[config.mk]
export PLATFORM = sky130hd
export DESIGN_NAME = servo_scale_arbiter
export DESIGN_NICKNAME = d
export VERILOG_FILES = /design/src/rtl/servo_scale_arbiter.sv
export SDC_FILE = /design/constraint.sdc
export NUM_CORES = 1
export LEC_CHECK = 0
export CORE_MARGIN = 5
export CORE_UTILIZATION = 52
export DETAILED_ROUTE_END_ITERATION = 10
export GPL_ROUTABILITY_DRIVEN = 0
export PLACE_DENSITY = 0.81
export SLEW_MARGIN = 5
export SYNTH_ARGS = -nofsm -noshare
export SYNTH_HDL_FRONTEND = slang
export SYNTH_SLANG_ARGS = --single-unit
[constraint.sdc]
create_clock -name i_Clk -period 3.56 [get_ports i_Clk]
set_input_delay 0.356 -clock i_Clk [delete_from_list [all_inputs] [get_ports i_Clk]]
set_output_delay 0.356 -clock i_Clk [all_outputs]
set_load 0.01 [all_outputs]
[src/rtl/servo_scale_arbiter.sv]
// rtl/servo_scale_arbiter.sv - two-channel round-robin range scaler sharing one external divider
module servo_scale_arbiter #(
  parameter int g_Old_Max     = 180,
  parameter int g_Old_Min     = 0,
  parameter int g_New_Max     = 15,
  parameter int g_New_Min     = 0,
  parameter int g_Div_Timeout = 64
) (
  input  logic        i_Clk,
  input  logic        i_Rst_L,
  input  logic        i_Req_A,
  input  logic        i_Req_B,
  input  logic [7:0]  i_Value_A,
  input  logic [7:0]  i_Value_B,
  output logic        o_Ack_A,
  output logic        o_Ack_B,
  output logic        o_Div_Start,
  output logic [11:0] o_Dividend,
  output logic [11:0] o_Divisor,
  input  logic        i_Div_Done,
  input  logic [11:0] i_Quotient,
  output logic [3:0]  o_Result_A,
  output logic [3:0]  o_Result_B,
  output logic        o_Valid_A,
  output logic        o_Valid_B,
  output logic        o_Busy,
  output logic        o_Timeout
);

  localparam int OLD_SPAN = g_Old_Max - g_Old_Min;
  localparam int NEW_SPAN = g_New_Max - g_New_Min;
  localparam int CNT_W    = $clog2(g_Div_Timeout + 1);

  localparam logic [11:0]      DIVISOR   = 12'(OLD_SPAN);
  localparam logic [11:0]      SCALE_K   = 12'(NEW_SPAN);
  localparam logic [11:0]      OLD_MAX_W = 12'(g_Old_Max);
  localparam logic [11:0]      OLD_MIN_W = 12'(g_Old_Min);
  localparam logic [12:0]      NEW_MAX_W = 13'(g_New_Max);
  localparam logic [12:0]      NEW_MIN_W = 13'(g_New_Min);
  localparam logic [CNT_W-1:0] CNT_LAST  = CNT_W'(g_Div_Timeout - 1);

  // Reject parameter sets whose scaled product would overflow the 12-bit dividend.
  generate
    if (g_Old_Max <= g_Old_Min || g_New_Max < g_New_Min || g_New_Max > 15 ||
        OLD_SPAN * NEW_SPAN > 4095 || g_Div_Timeout < 1) begin : g_param_check
      $error("servo_scale_arbiter: invalid parameter set");
    end
  endgenerate

  typedef enum logic [2:0] {
    IDLE,
    OFFSET,
    SCALE,
    START,
    WAIT,
    FINISH
  } state_t;

  state_t           state;
  logic             last_b;    // last channel served was B
  logic             chan_b;    // channel currently being converted is B
  logic [7:0]       value_q;
  logic [11:0]      offset_q;
  logic [11:0]      quot_q;
  logic [CNT_W-1:0] wait_cnt;

  logic [11:0] value_w;
  logic [11:0] clamped;
  logic [12:0] below_min;
  logic [12:0] sum_w;
  logic [3:0]  scaled;

  // Clamp the latched raw value into the input range; borrow bit flags "below minimum".
  always_comb begin
    value_w   = {4'b0000, value_q};
    below_min = {1'b0, value_w} - {1'b0, OLD_MIN_W};
    clamped   = value_w;
    if (value_w > OLD_MAX_W) begin
      clamped = OLD_MAX_W;
    end else if (below_min[12]) begin
      clamped = OLD_MIN_W;
    end
  end

  // Shift the quotient into the output range and saturate at the top.
  always_comb begin
    sum_w  = {1'b0, quot_q} + NEW_MIN_W;
    scaled = sum_w[3:0];
    if (sum_w > NEW_MAX_W) begin
      scaled = NEW_MAX_W[3:0];
    end
  end

  assign o_Busy = (state != IDLE);

  // Arbitration and conversion sequencer; every output is a registered product of the state it leaves.
  always_ff @(posedge i_Clk) begin
    if (!i_Rst_L) begin
      state       <= IDLE;
      last_b      <= 1'b1;
      chan_b      <= 1'b0;
      value_q     <= '0;
      offset_q    <= '0;
      quot_q      <= '0;
      wait_cnt    <= '0;
      o_Ack_A     <= 1'b0;
      o_Ack_B     <= 1'b0;
      o_Div_Start <= 1'b0;
      o_Dividend  <= '0;
      o_Divisor   <= '0;
      o_Result_A  <= '0;
      o_Result_B  <= '0;
      o_Valid_A   <= 1'b0;
      o_Valid_B   <= 1'b0;
      o_Timeout   <= 1'b0;
    end else begin
      o_Ack_A     <= 1'b0;
      o_Ack_B     <= 1'b0;
      o_Div_Start <= 1'b0;
      o_Valid_A   <= 1'b0;
      o_Valid_B   <= 1'b0;
      o_Timeout   <= 1'b0;
      o_Divisor   <= DIVISOR;
      case (state)
        IDLE: begin
          if (i_Req_A && (!i_Req_B || last_b)) begin
            chan_b  <= 1'b0;
            value_q <= i_Value_A;
            o_Ack_A <= 1'b1;
            state   <= OFFSET;
          end else if (i_Req_B) begin
            chan_b  <= 1'b1;
            value_q <= i_Value_B;
            o_Ack_B <= 1'b1;
            state   <= OFFSET;
          end
        end
        OFFSET: begin
          offset_q <= clamped - OLD_MIN_W;
          state    <= SCALE;
        end
        SCALE: begin
          o_Dividend <= offset_q * SCALE_K;
          state      <= START;
        end
        START: begin
          o_Div_Start <= 1'b1;
          wait_cnt    <= '0;
          state       <= WAIT;
        end
        WAIT: begin
          if (i_Div_Done) begin
            quot_q <= i_Quotient;
            state  <= FINISH;
          end else if (wait_cnt == CNT_LAST) begin
            o_Timeout <= 1'b1;
            state     <= IDLE;
          end else begin
            wait_cnt <= wait_cnt + 1'b1;
          end
        end
        FINISH: begin
          if (chan_b) begin
            o_Result_B <= scaled;
            o_Valid_B  <= 1'b1;
          end else begin
            o_Result_A <= scaled;
            o_Valid_A  <= 1'b1;
          end
          last_b <= chan_b;
          state  <= IDLE;
        end
        default: state <= IDLE;
      endcase
    end
  end

endmodule

Word level (Yosys, flattened, before mapping)
Index checks and enable logic that the tools add are counted.
- register bits: 82
- input port bits: 33
- word-level logic and storage cells: 73
- add/sub/neg operators: 1
- multipliers: 1
- $lt $le $gt $ge: 2
- equal/unequal tests: 10
- multiplexer cells: 21
- bitwise operators: 4
- reduce and logical (&&, ||, !) cells: 17
- operator list (kind ; number):
    8-bit 2-to-1 mux ; 4
    3-bit case mux with 5 select lines ; 1
    7-bit 2-to-1 mux ; 2
    7-bit case mux with 2 select lines ; 1
    2-bit AND reduction ; 7
    12-bit by 4-bit > comparator with 1-bit output (second input constant) ; 1
    12-bit by 4-bit multiplier with 12-bit output (second input constant) ; 1
    3-bit 2-to-1 mux ; 4
    8-bit > comparator (second input constant) ; 1
    1-bit 2-to-1 mux ; 8
    7-bit by 1-bit adder with 7-bit output (second input constant) ; 1
    7-bit by 6-bit == test with 1-bit output (second input constant) ; 1
    3-bit by 2-bit == test with 1-bit output (second input constant) ; 2
    3-bit == test (second input constant) ; 2
    3-bit != test (second input constant) ; 2
    3-bit OR reduction ; 2
    4-bit 2-to-1 mux ; 1
    2-bit != test (second input constant) ; 2
    1-bit inverter ; 4
    2-bit nonzero test ; 2
    3-bit by 1-bit == test with 1-bit output (second input constant) ; 1
    3-bit logical NOT ; 1
    3-bit AND reduction ; 1
    3-bit nonzero test ; 1
    3 further kinds ; 3

Depth between registers and ports, before layout
Gate-level depths: netlist of the first run.
- depth in word-level cells: 5
- gate-level depth with buffers: 10
- mapped depth without buffers: 9

Worst setup path after synthesis of the first run
OpenSTA, ideal clock, no wires.
- path type: register to register
- start point: reg offset_q[2]
- end point: reg o_Dividend[10]
- arrival: 2.805 ns
- slack: 0.631 ns
- stages on the path, launching flop included: 10
- clock period less this slack: 2.929 ns
- cell sequence: dfxtp_1 inv_1 fa_1 fa_1 inv_1 ha_1 a211o_1 a2111oi_0 nor3_1 nand3b_1
- cells in the longest elaborated chain, start to end: 1
- ends and longest elaborated chain (what ; line ; text):
    start, declared ; 63 ; logic [11:0] offset_q;
    start signal, assigned ; 139 ; offset_q <= clamped - OLD_MIN_W;
    12-bit by 4-bit multiplier with 12-bit output ; 143 ; o_Dividend <= offset_q * SCALE_K;
    end signal, assigned ; 143 ;
    end, declared ; 18 ; output logic [11:0] o_Dividend,
Every way passes these cells.
A chain may end at the register's enable or synchronous reset.

Final worst setup path of the first run
Ends and elaborated chain as after synthesis.

==> key figures, run 1 <==
Clocking
  – CTS clock-pin slew for the worst setup and hold paths: 0.08 ns
  – Root Driver: clkbuf_8
  – H-Tree Depth: 3
  – Clock buffer depth: 2
  – Gates resized, CTS repair: 0
  – Worst-Skew Late Latency: approximately 0.36 ns
  – Clk sinks: 67
  – Setup bufs post-CTS: 0
  – CTS tree: yes
  – CTS Hold Bufs: 0
  – Cts bufs inserted: 9

Setup path
  – Req. time, crit path: between 3 and 4 ns
  – CP Capture Type: flip-flop
  – CP max-delay cell: a2111oi_0
  – Crit path arrival time: between 3 and 4 ns
  – CP max stage delay: 0.53 ns
  – CP Cell Sequence: inv_1 -> fa_1 -> fa_1 -> inv_1 -> ha_1 -> a211o_1 -> a2111oi_0 -> nor3_1 -> nand3b_1
  – Crit-path max FO: 5
  – Critical path's top delay family: adder cells
  – CP bufs+invs: 2
  – Crit Path Class: flip-flop to flip-flop
  – CP Launch Type: flip-flop

Power
  – Sw power: 627 uW
  – Design Power: 1.87 mW
  – Pleak: 1.71 nW
  – Switching Fraction: 33.5%
  – Pwr dens: 428 mW/mm^2
  – Clock group share of total power: between 30% and 40%
  – Combinational share of power: 23.7%
  – Internal power: 1.25 mW
  – Sequential group share of total power: between 40 and 50%
  – Worst vdd ir: approximately 280 uV

Finish
  – Non-Filler Instances: approximately 550
  – P&R area growth vs syn: 22.0%
  – Diode count: 0
  – Design area: 0.00438 mm^2
  – Fillers: 561
  – Nets: 528
  – Final Util: 64.9%
  – Area of the multi-input gates: 0.00198 mm^2
  – Layout cells sized above 1: under 10%
  – Reg area: ~0.0013 mm^2

Min path
  – HP Class: flip-flop to flip-flop

Routing
  – Via count: ~3000
  – Final wirelength: 8070 um
  – # DRC: 0
  – Wirelength per Cell: 14.6 um
  – Initial DRC count: 93
  – Drt first pass iters: 5
  – DR vias/cell: around 5.5
  – ANT nets after route: 0

STA
  – Final Worst Setup Slack: approximately 0.39 ns
  – Worst hold slack: 0.456 ns
  – Setup TNS: 0 ns
  – Worst-Margin Slew: around 0.84 ns
  – Fmax: 0.315 GHz
  – Count of final setup violators: 0
  – Final Max Tran Viols: 0
  – RSZ-0062 raised after global routing: false
  – Tcrit/Tclk final: 89.1%
  – Final Hold Viols: 0
  – Slew headroom: 43.5%
  – Minimum clock period: 3.17 ns
  – Fin Clk Skew: about 0.011 ns

GRT
  – Initial antenna violation count: 0
  – Vias in the first global route: around 3000
  – First-pass GRT wire length: 13300 um
  – Total GRT Usage: 18.9%
  – GRT overflow: 0
  – Pin count of the biggest net entering global routing: 44

Place
  – Post-place setup slack: 0.406 ns
  – Port bufs: 63
  – Placed insts: 535
  – DP HPWL: 5820 um
  – Placement Cell Area: between 0.004 and 0.005 mm^2

Yosys
  – Post-synthesis xor/xnor area fraction: less than 1%
  – Ys async rst share: 0%
  – Synth cell types: 56
  – Synth Area in Simple Gates: 20.0%
  – Adder-Cell Fraction of Synth Area: 12.8%
  – Seq cells post-synth: 67
  – Post-synth top area cell: dfxtp_1
  – Area contributors post-synth: dfxtp_1 (37%), fa_1 (7.2%), ha_1 (5.6%), nand2_1 (5.2%), a211oi_1 (5.0%)
  – Most common cell in the netlist: dfxtp_1
  – Syn Area/Cell: ~8.7 um^2
  – Complex-gate fraction of the synthesized area: a little under a fifth
  – Main combinational cell family by area after synthesis: simple AND/OR/NAND/NOR gates
  – Commonest cells post-synth: dfxtp_1 (67), nand2_1 (50), nor2_1 (38)
  – Post-synth EDFFs: 0
  – Cells after Synth: 412
  – Ys Warns: 0
  – Synthesized area: 0.00359 mm^2
  – Synth top area share: a little under two fifths
  – Seq/Total Area, Yosys: 37.4%
  – Mux contribution to synthesized area: 2.51%
  – Top FF cell, synth: dfxtp_1

Floorplanning
  – Ports: 72
  – Initial cell density of the core: 53.1%
  – Die X: about 93 um
  – # rows: 30
  – Core box area: 0.00676 mm^2
  – Die height: 93.1 um
  – Die area: roughly 0.0087 mm^2

Run status
  – Status: complete, no violations

Run
  – Max-Cap Viols: 0
cells by family (layout without fill, tap and decap cells):
family | Yosys count | in the layout
flops | 67 | 67
simple gates | 147 | 147
xor+xnor | 3 | 3
other cells | 1 | 8
compound gates | 95 | 95
buf+inv | 61 | 113
fa+ha+maj | 29 | 29
mux | 9 | 9
layout make-up:
type | count | area share [%]
flip-flops and latches | 67 | 30.6
multi-input cells | 291 | 45.2
clock inverters | 7 | 1.37
inverters | 29 | 2.48
repair buffers | 68 | 15.2
well taps | 80 | 2.28
clock buffers | 9 | 2.83
power groups by stage:
stage | logic, mW | clock network (mW) | registers, mW
after floorplan | 0.323 | 0 | 0.839
after global placement | 0.425 | 0 | 0.848
after detailed placement | 0.437 | 0 | 0.850
after CTS | 0.445 | 0.607 | 0.833
after global routing | 0.499 | 0.639 | 0.840
final | 0.444 | 0.597 | 0.833
worst paths after layout:
kind                                    from                          end  slack (ns)  cells after the start
setup / recovery    offset_q[2]$_SDFFE_PN0P_  o_Dividend[10]$_SDFFE_PN0P_        0.39                      9
hold / removal    o_Dividend[2]$_SDFFE_PN0P_   o_Dividend[2]$_SDFFE_PN0P_        0.46                      2
setup reg to reg    offset_q[2]$_SDFFE_PN0P_  o_Dividend[10]$_SDFFE_PN0P_        0.39                      9
hold reg to reg   o_Dividend[2]$_SDFFE_PN0P_   o_Dividend[2]$_SDFFE_PN0P_        0.46                      2
tightest hold or removal path, delay by kind of cell, from the launching register on:
family	cells	cell delay (ns)
AO/OA/AOI/OAI	1	0.05
flip-flops	1	0.31
AND/OR/NAND/NOR	1	0.05
layout by cell type (no fill, tap or decap), drive strengths merged, types with 3 or more instances in the layout:
cell type      synthesis  layout
nand3b                 6       6
o21ai                  8       8
a21oi                 28      28
nand3                 13      13
nor2                  39      39
nor3b                  3       3
a211oi                24      24
o211ai                 3       3
o2111ai                3       3
o21a                   4       4
fa                    13      13
a21o                   5       5
nand2                 50      50
nand4                  3       3
buf                   21       5
clkbuf                11       9
clkdlybuf4s50          0      63
dfxtp                 67      67
nor3                  11      11
mux2i                  9       9
nor4                   4       4
and2                   3       3
ha                    16      16
conb                   1       8
inv                   28      31
clkinvlp               0       3
or3                    6       6
a211o                  3       3
state kept, by name, indices dropped and copies added (netlist names), 3 cells and up:
signal      flops
wait_cnt        7
state           3
offset_q        8
quot_q         12
value_q         8
o_Result_B      4
o_Dividend     12
o_Result_A      4
layer usage:
layer / up-vias / share of wire, % / GRT usage [%]
li1: 1525 / - / -
met1: 1437 / 40 / 20.5
met2: 77 / 52 / 34.3
met3: 17 / 6.1 / 6.03
met4: 0 / 1.6 / 6.96
met5: - / 0 / 0
No activity file was read; power rests on OpenSTA's default activity.
==> run 2: changes to the inputs <==
- HOLD_SLACK_MARGIN: unset -> 0.12
==> results of run 2 <==
The final DEF is identical to that of run 1; final timing and power are the same.
